$ cat config.mk
export PLATFORM = sky130hd
export DESIGN_NAME = fb_region_reader
export DESIGN_NICKNAME = d
export VERILOG_FILES = /design/src/rtl/fb_pkg.sv /design/src/rtl/pixel_skid_fifo.sv /design/src/rtl/fb_region_reader.sv
export SDC_FILE = /design/constraint.sdc
export NUM_CORES = 1
export LEC_CHECK = 0
export CAP_MARGIN = 20
export CORE_UTILIZATION = 40
export DETAILED_ROUTE_END_ITERATION = 8
export PLACE_DENSITY = 0.65
export REMOVE_ABC_BUFFERS = 1
export SLEW_MARGIN = 25
export SYNTH_ARGS = -nofsm -noshare
export SYNTH_HDL_FRONTEND = slang
export SYNTH_SLANG_ARGS = --single-unit
$ cat constraint.sdc
create_clock -name clk -period 12.3 [get_ports clk]
set_input_delay 2.46 -clock clk [delete_from_list [all_inputs] [get_ports clk]]
set_output_delay 2.46 -clock clk [all_outputs]
set_load 0.01 [all_outputs]
$ cat src/rtl/fb_pkg.sv
// rtl/fb_pkg.sv - shared geometry constants, scan FSM states and pixel record for the region reader
package fb_pkg;

  localparam int COORD_W  = 11;
  localparam int SCREEN_W = 640;
  localparam int SCREEN_H = 480;
  localparam int ADDR_W   = 19;

  typedef enum logic [2:0] {
    IDLE,
    SETUP,
    SCAN,
    DRAIN,
    DONE
  } state_t;

  typedef struct packed {
    logic [COORD_W-1:0] x;
    logic [COORD_W-1:0] y;
    logic               color;
    logic               last;
  } pixel_t;

endpackage

$ cat src/rtl/pixel_skid_fifo.sv
// rtl/pixel_skid_fifo.sv - two-entry pixel FIFO; push and pop in the same cycle are legal even when full
module pixel_skid_fifo
  import fb_pkg::*;
(
  input  logic       clk,
  input  logic       reset_n,
  input  logic       i_push,
  input  pixel_t     i_push_data,
  input  logic       i_pop,
  output pixel_t     o_head,
  output logic       o_full,
  output logic       o_empty,
  output logic [1:0] o_count
);

  pixel_t     r_mem [2];
  logic       r_wr_ptr;
  logic       r_rd_ptr;
  logic [1:0] r_count;
  logic       w_do_push;
  logic       w_do_pop;

  assign w_do_pop  = i_pop && (r_count != 2'd0);
  assign w_do_push = i_push && ((r_count != 2'd2) || w_do_pop);

  always_ff @(posedge clk or negedge reset_n) begin
    if (!reset_n) begin
      r_mem[0] <= '0;
      r_mem[1] <= '0;
      r_wr_ptr <= 1'b0;
      r_rd_ptr <= 1'b0;
      r_count  <= 2'd0;
    end else begin
      if (w_do_push) begin
        r_mem[r_wr_ptr] <= i_push_data;
        r_wr_ptr        <= !r_wr_ptr;
      end
      if (w_do_pop) begin
        r_rd_ptr <= !r_rd_ptr;
      end
      case ({w_do_push, w_do_pop})
        2'b10:   r_count <= r_count + 2'd1;
        2'b01:   r_count <= r_count - 2'd1;
        default: r_count <= r_count;
      endcase
    end
  end

  assign o_head  = r_mem[r_rd_ptr];
  assign o_full  = (r_count == 2'd2);
  assign o_empty = (r_count == 2'd0);
  assign o_count = r_count;

endmodule

$ cat src/rtl/fb_region_reader.sv
// rtl/fb_region_reader.sv - raster-order read-back of a framebuffer rectangle with a lit-pixel count
module fb_region_reader #(
  parameter int COORD_W  = fb_pkg::COORD_W,
  parameter int SCREEN_W = fb_pkg::SCREEN_W,
  parameter int SCREEN_H = fb_pkg::SCREEN_H,
  parameter int ADDR_W   = fb_pkg::ADDR_W
) (
  input  logic               clk,
  input  logic               reset_n,
  input  logic               start,
  input  logic [COORD_W-1:0] x0,
  input  logic [COORD_W-1:0] y0,
  input  logic [COORD_W-1:0] x1,
  input  logic [COORD_W-1:0] y1,
  output logic               rd_en,
  output logic [ADDR_W-1:0]  rd_addr,
  input  logic               rd_data,
  output logic               px_valid,
  input  logic               px_ready,
  output logic [COORD_W-1:0] px_x,
  output logic [COORD_W-1:0] px_y,
  output logic               px_color,
  output logic               px_last,
  output logic               busy,
  output logic               done,
  output logic [ADDR_W-1:0]  lit_count
);
  import fb_pkg::*;

  localparam logic [COORD_W-1:0] L_XLIM = COORD_W'(SCREEN_W - 1);
  localparam logic [COORD_W-1:0] L_YLIM = COORD_W'(SCREEN_H - 1);

  state_t             r_state;
  state_t             w_next_state;
  logic [COORD_W-1:0] r_cx0, r_cy0, r_cx1, r_cy1;
  logic [COORD_W-1:0] w_cx0, w_cy0, w_cx1, w_cy1;
  logic [COORD_W-1:0] w_xmin, w_xmax, w_ymin, w_ymax;
  logic [COORD_W-1:0] r_xmin, r_xmax, r_ymax;
  logic [COORD_W-1:0] r_x, r_y;
  logic [ADDR_W-1:0]  r_row_base;
  logic [ADDR_W-1:0]  w_row_base0;
  logic               r_if_valid;
  logic [COORD_W-1:0] r_if_x, r_if_y;
  logic               r_if_last;
  logic [ADDR_W-1:0]  r_lit;
  logic               w_at_end;
  logic               w_rd_go;
  logic               w_pop;
  logic               w_push;
  logic [2:0]         w_occ;
  pixel_t             w_push_data;
  pixel_t             w_head;
  logic               w_full;
  logic               w_empty;
  logic [1:0]         w_count;

  always_comb begin
    w_cx0  = (r_cx0 > L_XLIM) ? L_XLIM : r_cx0;
    w_cx1  = (r_cx1 > L_XLIM) ? L_XLIM : r_cx1;
    w_cy0  = (r_cy0 > L_YLIM) ? L_YLIM : r_cy0;
    w_cy1  = (r_cy1 > L_YLIM) ? L_YLIM : r_cy1;
    w_xmin = (w_cx0 < w_cx1) ? w_cx0 : w_cx1;
    w_xmax = (w_cx0 < w_cx1) ? w_cx1 : w_cx0;
    w_ymin = (w_cy0 < w_cy1) ? w_cy0 : w_cy1;
    w_ymax = (w_cy0 < w_cy1) ? w_cy1 : w_cy0;
  end

  // First row base as a constant-coefficient shift-add over the set bits of SCREEN_W.
  always_comb begin
    w_row_base0 = '0;
    for (int b = 0; b < ADDR_W; b++) begin
      if (SCREEN_W[b]) w_row_base0 = w_row_base0 + (ADDR_W'(w_ymin) << b);
    end
  end

  assign w_at_end = (r_x == r_xmax) && (r_y == r_ymax);
  assign w_pop    = !w_empty && px_ready;
  // Reads already issued plus buffered pixels, minus the one leaving this cycle.
  assign w_occ    = {1'b0, w_count} + {2'b00, r_if_valid} - {2'b00, w_pop};

  always_comb begin
    w_next_state = r_state;
    w_rd_go      = 1'b0;
    case (r_state)
      IDLE:    if (start) w_next_state = SETUP;
      SETUP:   w_next_state = SCAN;
      SCAN: begin
        w_rd_go = (w_occ < 3'd2);
        if (w_rd_go && w_at_end) w_next_state = DRAIN;
      end
      DRAIN:   if (w_pop && w_head.last) w_next_state = DONE;
      DONE:    w_next_state = IDLE;
      default: w_next_state = IDLE;
    endcase
  end

  always_ff @(posedge clk or negedge reset_n) begin
    if (!reset_n) begin
      r_state <= IDLE;
      r_cx0   <= '0;
      r_cy0   <= '0;
      r_cx1   <= '0;
      r_cy1   <= '0;
    end else begin
      r_state <= w_next_state;
      if (r_state == IDLE && start) begin
        r_cx0 <= x0;
        r_cy0 <= y0;
        r_cx1 <= x1;
        r_cy1 <= y1;
      end
    end
  end

  always_ff @(posedge clk or negedge reset_n) begin
    if (!reset_n) begin
      r_xmin     <= '0;
      r_xmax     <= '0;
      r_ymax     <= '0;
      r_x        <= '0;
      r_y        <= '0;
      r_row_base <= '0;
    end else if (r_state == SETUP) begin
      r_xmin     <= w_xmin;
      r_xmax     <= w_xmax;
      r_ymax     <= w_ymax;
      r_x        <= w_xmin;
      r_y        <= w_ymin;
      r_row_base <= w_row_base0;
    end else if (w_rd_go) begin
      if (r_x == r_xmax) begin
        r_x        <= r_xmin;
        r_y        <= r_y + COORD_W'(1);
        r_row_base <= r_row_base + ADDR_W'(SCREEN_W);
      end else begin
        r_x <= r_x + COORD_W'(1);
      end
    end
  end

  // Coordinates and last flag travel beside the read so they meet rd_data one cycle later.
  always_ff @(posedge clk or negedge reset_n) begin
    if (!reset_n) begin
      r_if_valid <= 1'b0;
      r_if_x     <= '0;
      r_if_y     <= '0;
      r_if_last  <= 1'b0;
      r_lit      <= '0;
    end else begin
      r_if_valid <= w_rd_go;
      r_if_x     <= r_x;
      r_if_y     <= r_y;
      r_if_last  <= w_at_end;
      if (r_state == SETUP) begin
        r_lit <= '0;
      end else if (w_pop && w_head.color) begin
        r_lit <= r_lit + ADDR_W'(1);
      end
    end
  end

  assign w_push      = r_if_valid && (!w_full || w_pop);
  assign w_push_data = {r_if_x, r_if_y, rd_data, r_if_last};

  pixel_skid_fifo u_fifo (
    .clk         (clk),
    .reset_n     (reset_n),
    .i_push      (w_push),
    .i_push_data (w_push_data),
    .i_pop       (w_pop),
    .o_head      (w_head),
    .o_full      (w_full),
    .o_empty     (w_empty),
    .o_count     (w_count)
  );

  assign rd_en     = w_rd_go;
  assign rd_addr   = r_row_base + ADDR_W'(r_x);
  assign px_valid  = !w_empty;
  assign px_x      = w_head.x;
  assign px_y      = w_head.y;
  assign px_color  = w_head.color;
  assign px_last   = w_head.last;
  assign busy      = (r_state != IDLE);
  assign done      = (r_state == DONE);
  assign lit_count = r_lit;

endmodule

# Word level (Yosys, flattened, before mapping)
# Index checks and enable logic that the tools add are counted.
# Widths: inputs -> output; s select.
[op_classes] addsub=10 order_cmp=10 n_eq_ne=13 n_mux=31 bitwise=2 n_reduce_logical=26
[ops] cell="$mux 11" count=14
[ops] cell="$mux 24" count=4
[ops] cell="$mux 19" count=5
[ops] cell="$bwmux 48" count=1
[ops] cell="$demux 24 s1" count=1
[ops] cell="$add 11x1->11 const B" count=2
[ops] cell="$eq 11x11->1" count=2
[ops] cell="$gt 11x10->1 const B" count=2
[ops] cell="$gt 11x9->1 const B" count=2
[ops] cell="$lt 11x11->1" count=2
[ops] cell="$add 18x19->19" count=1
[ops] cell="$add 19x1->19 const B" count=1
[ops] cell="$add 19x10->19 const B" count=1
[ops] cell="$add 19x11->19" count=1
[ops] cell="$pmux 3 s4" count=1
[ops] cell="$logic_and 1x1->1" count=10
[ops] cell="$reduce_bool 2->1" count=5
[ops] cell="$mux 3" count=3
[ops] cell="$ne 2x2->1 const B" count=4
[ops] cell="$eq 3x2->1 const B" count=2
[ops] cell="$eq 2x2->1 const B" count=2
[ops] cell="$ge 2x2->1 const B" count=2
[ops] cell="$logic_not 1->1" count=4
[ops] cell="$not 1->2" count=2
[ops] cell="other kinds (17)" count=18
[totals] reg_bits=216 in_bits=49 out_inout_bits=66 word_cells=119

# Longest topological paths before layout
[logic_depth] depth_word=8 mapped_depth=19 ltp_nobuf=18

# Cells and area by module
# Synthesis repeated with hierarchy kept, for this count alone.
[hier_totals] hier_cells=977 hier_area_um2=10816.6
[modules_own_cells] module="fb_region_reader" instances=1 cells_per_inst=831 area_per_inst_um2=8434.3 seq_area_each_um2=3928.8
[modules_own_cells] module="pixel_skid_fifo" instances=1 cells_per_inst=146 area_per_inst_um2=2382.3 seq_area_each_um2=1301.2

# Least setup slack after synthesis
# No wires, ideal clock.
[synth_timing] path_kind="input-to-output" from="in px_ready" to="out rd_en" arrival_ns=3.943 required_ns=9.840 slack_ns=5.897 stages=7 n_path_buf=0 path_cell_list="o21a_1 > ha_1 > nand2b_1 > fa_1 > xnor2_1 > nand4_1 > inv_2"
[synth_between] elab_chain_len=4
[synth_rtl] item="start: declaration" line="fb_region_reader.sv:19" rtl="input logic px_ready,"
[synth_rtl] item="$logic_and 1x1->1" line="fb_region_reader.sv:77" rtl="assign w_pop = !w_empty && px_ready;"
[synth_rtl] item="$sub 3x1->3" line="fb_region_reader.sv:79" rtl="assign w_occ = {1'b0, w_count} + {2'b00, r_if_valid} - {2'b00, w_pop};"
[synth_rtl] item="$lt 3x2->1" line="fb_region_reader.sv:88" rtl="w_rd_go = (w_occ < 3'd2);"
[synth_rtl] item="$mux 1" line="fb_region_reader.sv:84" rtl="case (r_state)"
[synth_rtl] item="end: declaration" line="fb_region_reader.sv:15" rtl="output logic rd_en,"
# Every way passes these cells.

# Worst setup path in the final report
# Ends and elaborated chain as after synthesis.

==> flow_summary_export.csv <==
group,metric,value,unit
run_status,status,"finished, final reports clean",
logic_synthesis,synth_top_family_by_area,"simple AND/OR/NAND/NOR gates",
logic_synthesis,synth-compound-area-share,12.61,%
layout,fin_util,48.70,%
worst_setup_path,r2r-start,"u_fifo.o_count[1]",
logic_synthesis,yosysTopAreaCell,"dfrtp_1",
logic_synthesis,postSynthCellCount,1057,
layout,num_antenna_cells,0,
floorplanning,die_w,170.2,µm
sta,setup_viol,0,
sta,post-route-period-util,69.07,%
pwr,p_sw,958.0,µW
detailed_routing,viasPerCell,5.319,
worst_setup_path,arrival,6.04,ns
hold_path,hold_path_class,"register to register",
layout,nNetsFinal,1237,
clock_tree,post_cts_resized,0,
logic_synthesis,synth_seq_area_share,46.19,%
logic_synthesis,synth_top_area_share,46.19,%
placement,numPortBuffers,114,
logic_synthesis,synth_edf_count,0,
worst_setup_path,slowest_delay,0.76,ns
sta,finalCriticalPeriod,8.495,ns
logic_synthesis,netlist_top_cells_count,"dfrtp_1, mux2_2, nand2_1, nor2_1, a21oi_1",
global_route,grt_antenna_before_repair,0,
clock_tree,clk_pin_slew,0.06,ns
placement,pre_cts_ws,3.807,ns
worst_setup_path,cpMostUsedCell,"clkdlybuf4s50_1",
detailed_routing,route.detailed.drc,0,
floorplanning,start_util,40.75,%
logic_synthesis,synth_area_per_cell,10.71,µm²
worst_setup_path,path_class,"primary input to output port",
clock_tree,cts_root_buf,"clkbuf_16",
sta,fin_skew,0.01164,ns
global_route,grt-ovfl-total,0,
floorplanning,core_area,0.02778,mm²
sta,rsz0062_at_grt,"false",
layout,layout-drive-gt1-share,17.87,%
logic_synthesis,async_flop_share,100.0,%
worst_setup_path,worst-r2r-setup-slack,7.52,ns
job,cap_violations,0,
layout,area_delta_synth_final,19.49,%
clock_tree,clk_path_buf_depth,3,
hold_path,min_to,"r_if_y[10]",
pwr,p_int,1855,µW
logic_synthesis,synth.most_common_cell,"dfrtp_1",
clock_tree,clock-sinks,209,
sta,worst_slack,3.805,ns
clock_tree,clk_latency,0.50,ns
worst_setup_path,crit_family,"buffers and inverters",
logic_synthesis,synth_warnings,0,
sta,fmax,117.7,MHz
global_route,grt_usage,17.88,%
placement,placed_area,0.01275,mm²
logic_synthesis,synthTopCellsByArea,"dfrtp_1, mux2_2, ha_1",
clock_tree,cts_buffers,23,
placement,place_congestion,0.8137,
layout,design_area,0.01353,mm²
pwr,peakVddDrop,0.1159,mV
detailed_routing,drt_iter0_markers,548,
worst_setup_path,cp_num_buf_inv,3,
pwr,clkPwrFrac,25.5,%
global_route,grt_max_degree,92,
global_route,grt_pass1_vias,8127,
detailed_routing,drt_first_pass_iters,7,
sta,slew-limit-headroom,36.94,%
logic_synthesis,ys.flop_type,"dfrtp_1",
clock_tree,postCtsSetupBuffers,0,
detailed_routing,via_count,8202,
detailed_routing,drt-wirelength-per-cell,16.31,µm
placement,hpwl,17640,µm
logic_synthesis,synth_simple_gate_area_share,14.28,%
sta,max_slew.worst_pin.slew,0.9431,ns
worst_setup_path,crit_slowest_cell,"nand4_1",
global_route,grt_pass1_wl,42100,µm
floorplanning,fp-row-count,61,
clock_tree,postCtsHoldBufs,0,
detailed_routing,ant_nets,0,
sta,slew_viol_final,0,
pwr,p_sw_share,34.06,%
logic_synthesis,syn_area,0.01132,mm²
sta,tns,0,ns
clock_tree,cts_tree,"done",
logic_synthesis,ys_seq_elements,209,
logic_synthesis,synthMuxAreaShare,12.95,%
detailed_routing,totalWireLength,25150,µm
worst_setup_path,required,9.84,ns
worst_setup_path,crit_chain,"clkdlybuf4s50_1, o21a_1, ha_1, nand2b_1, fa_1, xnor2_1, nand4_1, inv_2, clkdlybuf4s50_1",
worst_setup_path,crit_path_max_fanout,22,
floorplanning,die_area,0.02898,mm²
sta,hold_viol_final,0,
logic_synthesis,synth_xor_xnor_area_share,5.713,%
logic_synthesis,synth.distinct_cells,80,
floorplanning,io_pins,115,
pwr,combPwrFrac,36.2,%
worst_setup_path,setup.worst_path.end_class,"output port",
logic_synthesis,synth_fa_ha_area_share,4.652,%
worst_setup_path,worstRegToRegCells,11,
pwr,p_leak,0.005706,µW
worst_setup_path,reg2reg_to,"r_y[5]",
pwr,pwr-share-seq,38.3,%
sta,worst_hold_slack,0.4473,ns
clock_tree,htree_levels,1,
pwr,cellPowerDensity,207.9,mW/mm²
floorplanning,die_h,170.2,µm
hold_path,min_path_cells,0,
hold_path,min-delay-start,"r_y[10]",
worst_setup_path,cp-start-kind,"primary input",
-- cells by family (layout without fill, tap and decap cells) --
family | after synthesis | count (layout)
compound gates | 209 | 209
xor+xnor | 73 | 73
fa+ha+maj | 41 | 41
buf+inv | 90 | 191
flops | 209 | 209
mux | 131 | 131
other cells | 2 | 8
simple gates | 302 | 302
-- state kept, by name, summed over array words and instances, names as in the netlist, 2 cells and up --
register / flops
lit_count: 19
r_cx0: 11
r_cx1: 11
r_cy0: 11
r_cy1: 11
r_if_x: 11
r_if_y: 11
r_row_base: 12
r_state: 3
r_x: 11
r_xmax: 11
r_xmin: 11
r_y: 11
r_ymax: 11
u_fifo.o_count: 2
u_fifo.r_mem: 48
-- area by class of cell --
class | count | area [µm²]
fill | 2545 | 14250
timing repair buffer | 120 | 1190
tap | 378 | 473.0
sequential | 209 | 5231
multi-input combinational | 764 | 5739
inverter | 30 | 112.6
clock inverter | 8 | 140.1
clock buffer | 33 | 643.1
-- metal layers --
metal | GRT usage, % | up-vias | part of all wire (%)
met3 | 2.581 | 35 | 4.7
met1 | 25.93 | 3995 | 50
met2 | 27.96 | 201 | 44
li1 | - | 3971 | -
met5 | 0 | - | 0
met4 | 4.426 | 0 | 1.9
-- through the flow --
stage / power [µW] / std cells
finish: 2813 / 1542
global route: 2997 / 1542
CTS: 2843 / 1542
detailed placement: 2112 / 1501
global placement: 2086 / 1501
floorplan: 1700 / 1003
-- worst reg2reg max path: stages, from the launching register on --
cell and delay [ns]:
dfrtp_1 0.45, o21a_1 0.30, ha_1 0.32, nand2b_1 0.16, fa_1 0.39, xnor2_1 0.19, nand4_1 0.76, inv_2 0.38
nand4_2 0.71, or4_1 0.77, a21oi_1 0.18, a211o_1 0.12
-- how the worst max path moves through the flow --
stage          slack [ns]     start    end  depth (start not counted)
5_1_grt              3.52  px_ready  rd_en                          9
4_1_cts              3.77  px_ready  rd_en                          9
2_1_floorplan        5.42  px_ready  rd_en                          7
3_3_place_gp         3.88  px_ready  rd_en                          9
6_report             3.80  px_ready  rd_en                          9
3_5_place_dp         3.81  px_ready  rd_en                          9
-- power by group through the flow --
| stage | clock network [µW] | registers (µW) | logic, µW |
|---|---|---|---|
| floorplan | 0 | 1030 | 667 |
| global placement | 0 | 1080 | 1000 |
| detailed placement | 0 | 1090 | 1020 |
| CTS | 733 | 1080 | 1030 |
| global route | 763 | 1110 | 1120 |
| finish | 716 | 1080 | 1020 |
-- cells in the final DEF, fill, tap and decap left out, types with 5 or more instances in the layout --
master / count
a21o_1: 8
o31ai_1: 26
clkbuf_1: 7
ha_1: 38
xnor2_1: 39
nor4_1: 5
or3_1: 24
and3_1: 9
a31oi_1: 5
clkdlybuf4s50_1: 113
clkbuf_16: 23
nor2_1: 65
o21a_1: 10
buf_4: 6
mux2i_1: 7
nand3_1: 25
or2_2: 6
dfrtp_1: 208
conb_1: 8
mux2_2: 121
o211ai_1: 5
o21ai_0: 24
a221o_1: 5
inv_1: 29
nand4_1: 13
o22ai_1: 17
nor3_1: 28
and2_1: 11
a21oi_1: 53
nand2b_1: 7
nand2_1: 74
xor2_1: 33
o21ai_1: 18
No activity file was read; power rests on OpenSTA's default activity.
==> RTL change (config.mk and constraints unchanged) <==
Change the package constant `ADDR_W` from 19 to 38.
--- a/src/rtl/fb_pkg.sv
+++ b/src/rtl/fb_pkg.sv
@@ -4,7 +4,7 @@
   localparam int COORD_W  = 11;
   localparam int SCREEN_W = 640;
   localparam int SCREEN_H = 480;
-  localparam int ADDR_W   = 19;
+  localparam int ADDR_W   = 38;
 
   typedef enum logic [2:0] {
     IDLE,
Ports: changed (resized lit_count and rd_addr); port bits go from 115 to 153. No check against the original RTL was run, so the function may have changed too.
==> RTL change against the unedited design <==
  * Via count is 17% higher
  * Sequential cell count is 38 higher
  * Critical path type unchanged
  * Largest cell class unchanged
  * Worst hold slack better by 0.029 ns
  * Final area is 17% higher
  * Routed wire length is 19% higher
  * Worst setup slack better by 0.084 ns
  * Die area is 14% higher
  * Synthesized area is 14% higher
  * Final cell count is 16% higher
Power is not compared: it rests on default switching activity, and its combinational part moved more than twofold at a synthesized area within 25%.
==> RTL change: results <==
export IMPL_p_sw_share_pct=24.8
export IMPL_clkLatencyLatePin_ns=0.54
export IMPL_wl_per_cell_um=16.7
export IMPL_worst_slew_pin_transition_ns=0.804
export IMPL_r2r_end="r_row_base[18]"
export IMPL_outcome="completed"
export IMPL_yosysSeqAreaShare_pct=47.9
export IMPL_slowest_stage="clkdlybuf4s50_1"
export IMPL_cts_made_buffers=28
export IMPL_skew_ns=0.0131
export IMPL_grt_usage_pct=18.5
export IMPL_grt_pass1_vias=9452
export IMPL_worstRegToRegCells=18
export IMPL_yosys_top_cells_count="247 x dfrtp_1, 126 x nor2_1, 125 x mux2_2, 88 x nand2_1, 79 x xnor2_1"
export IMPL_reg2reg_slack_ns=7.10
export IMPL_grt_pass1_wl_mm=49.8
export IMPL_gp_congestion=0.852
export IMPL_critical_path_max_fanout=16
export IMPL_hpwl_mm=20.9
export IMPL_placed_area_mm2=0.0148
export IMPL_critPathMaxStageDelay_ns=0.62
export IMPL_nets=1461
export IMPL_min_period_ns=8.41
export IMPL_synth_area_leaders="dfrtp_1 48%, mux2_2 11%, xnor2_1 5.4%"
export IMPL_firstDrtPassIters=5
export IMPL_layout_drive_gt1_share_pct=14.8
export IMPL_drt_iter0_markers=429
[RTL change: cell types whose count changed after synthesis, sizes merged, moves of 12 or more]
cell / unedited run / this run
dfrtp: 209 / 247
xnor2: 40 / 79
o22ai: 17 / 1
buf: 30 / 11
clkbuf: 30 / 59
nor2: 69 / 129
o31ai: 26 / 1
xor2: 33 / 46
nand4: 15 / 37
and3: 10 / 24
nand2: 76 / 88
[RTL change: metal layers]
metal  share of wire (%)  up-vias  track usage (%)
met5                   0        -                0
met4                 2.2        0             4.92
met3                 4.3       44             2.55
met2                  45      217             29.4
met1                  49     4691             26.5
li1                    -     4608                -
[RTL change: cells by family after synthesis]
logic type | count (synthesis) | synth area share [%]
buf+inv | 103 | 3.10
fa+ha+maj | 40 | 3.99
mux | 141 | 12.1
flops | 247 | 47.9
compound gates | 178 | 9.05
xor+xnor | 125 | 8.48
simple gates | 405 | 15.3
other cells | 2 | 0.0581
[RTL change: power groups by stage]
stage	combinational [mW]	sequential, mW	clock, mW
after floorplan	0.141	0.864	0
after global placement	0.226	0.857	0
after detailed placement	0.230	0.858	0
after CTS	0.231	0.843	0.878
after global routing	0.261	0.846	0.911
final	0.230	0.843	0.856
[RTL change: metrics by stage]
stage,hold slack [ns],instances,util (%)
after detailed placement,0.459,1743,46.8
after global placement,0.455,1743,46.8
final,0.477,1795,50.0
after CTS,0.473,1794,49.8
after floorplan,0.410,1177,-
after global routing,0.486,1795,50.0
[RTL change: cell type report]
type / instances / area (um2)
multi-input combinational: 897 / 6390
timing repair buffer: 165 / 1640
inverter: 33 / 124
fill: 2844 / 15800
clock buffer: 40 / 816
sequential: 247 / 6180
tap: 402 / 503
clock inverter: 11 / 146
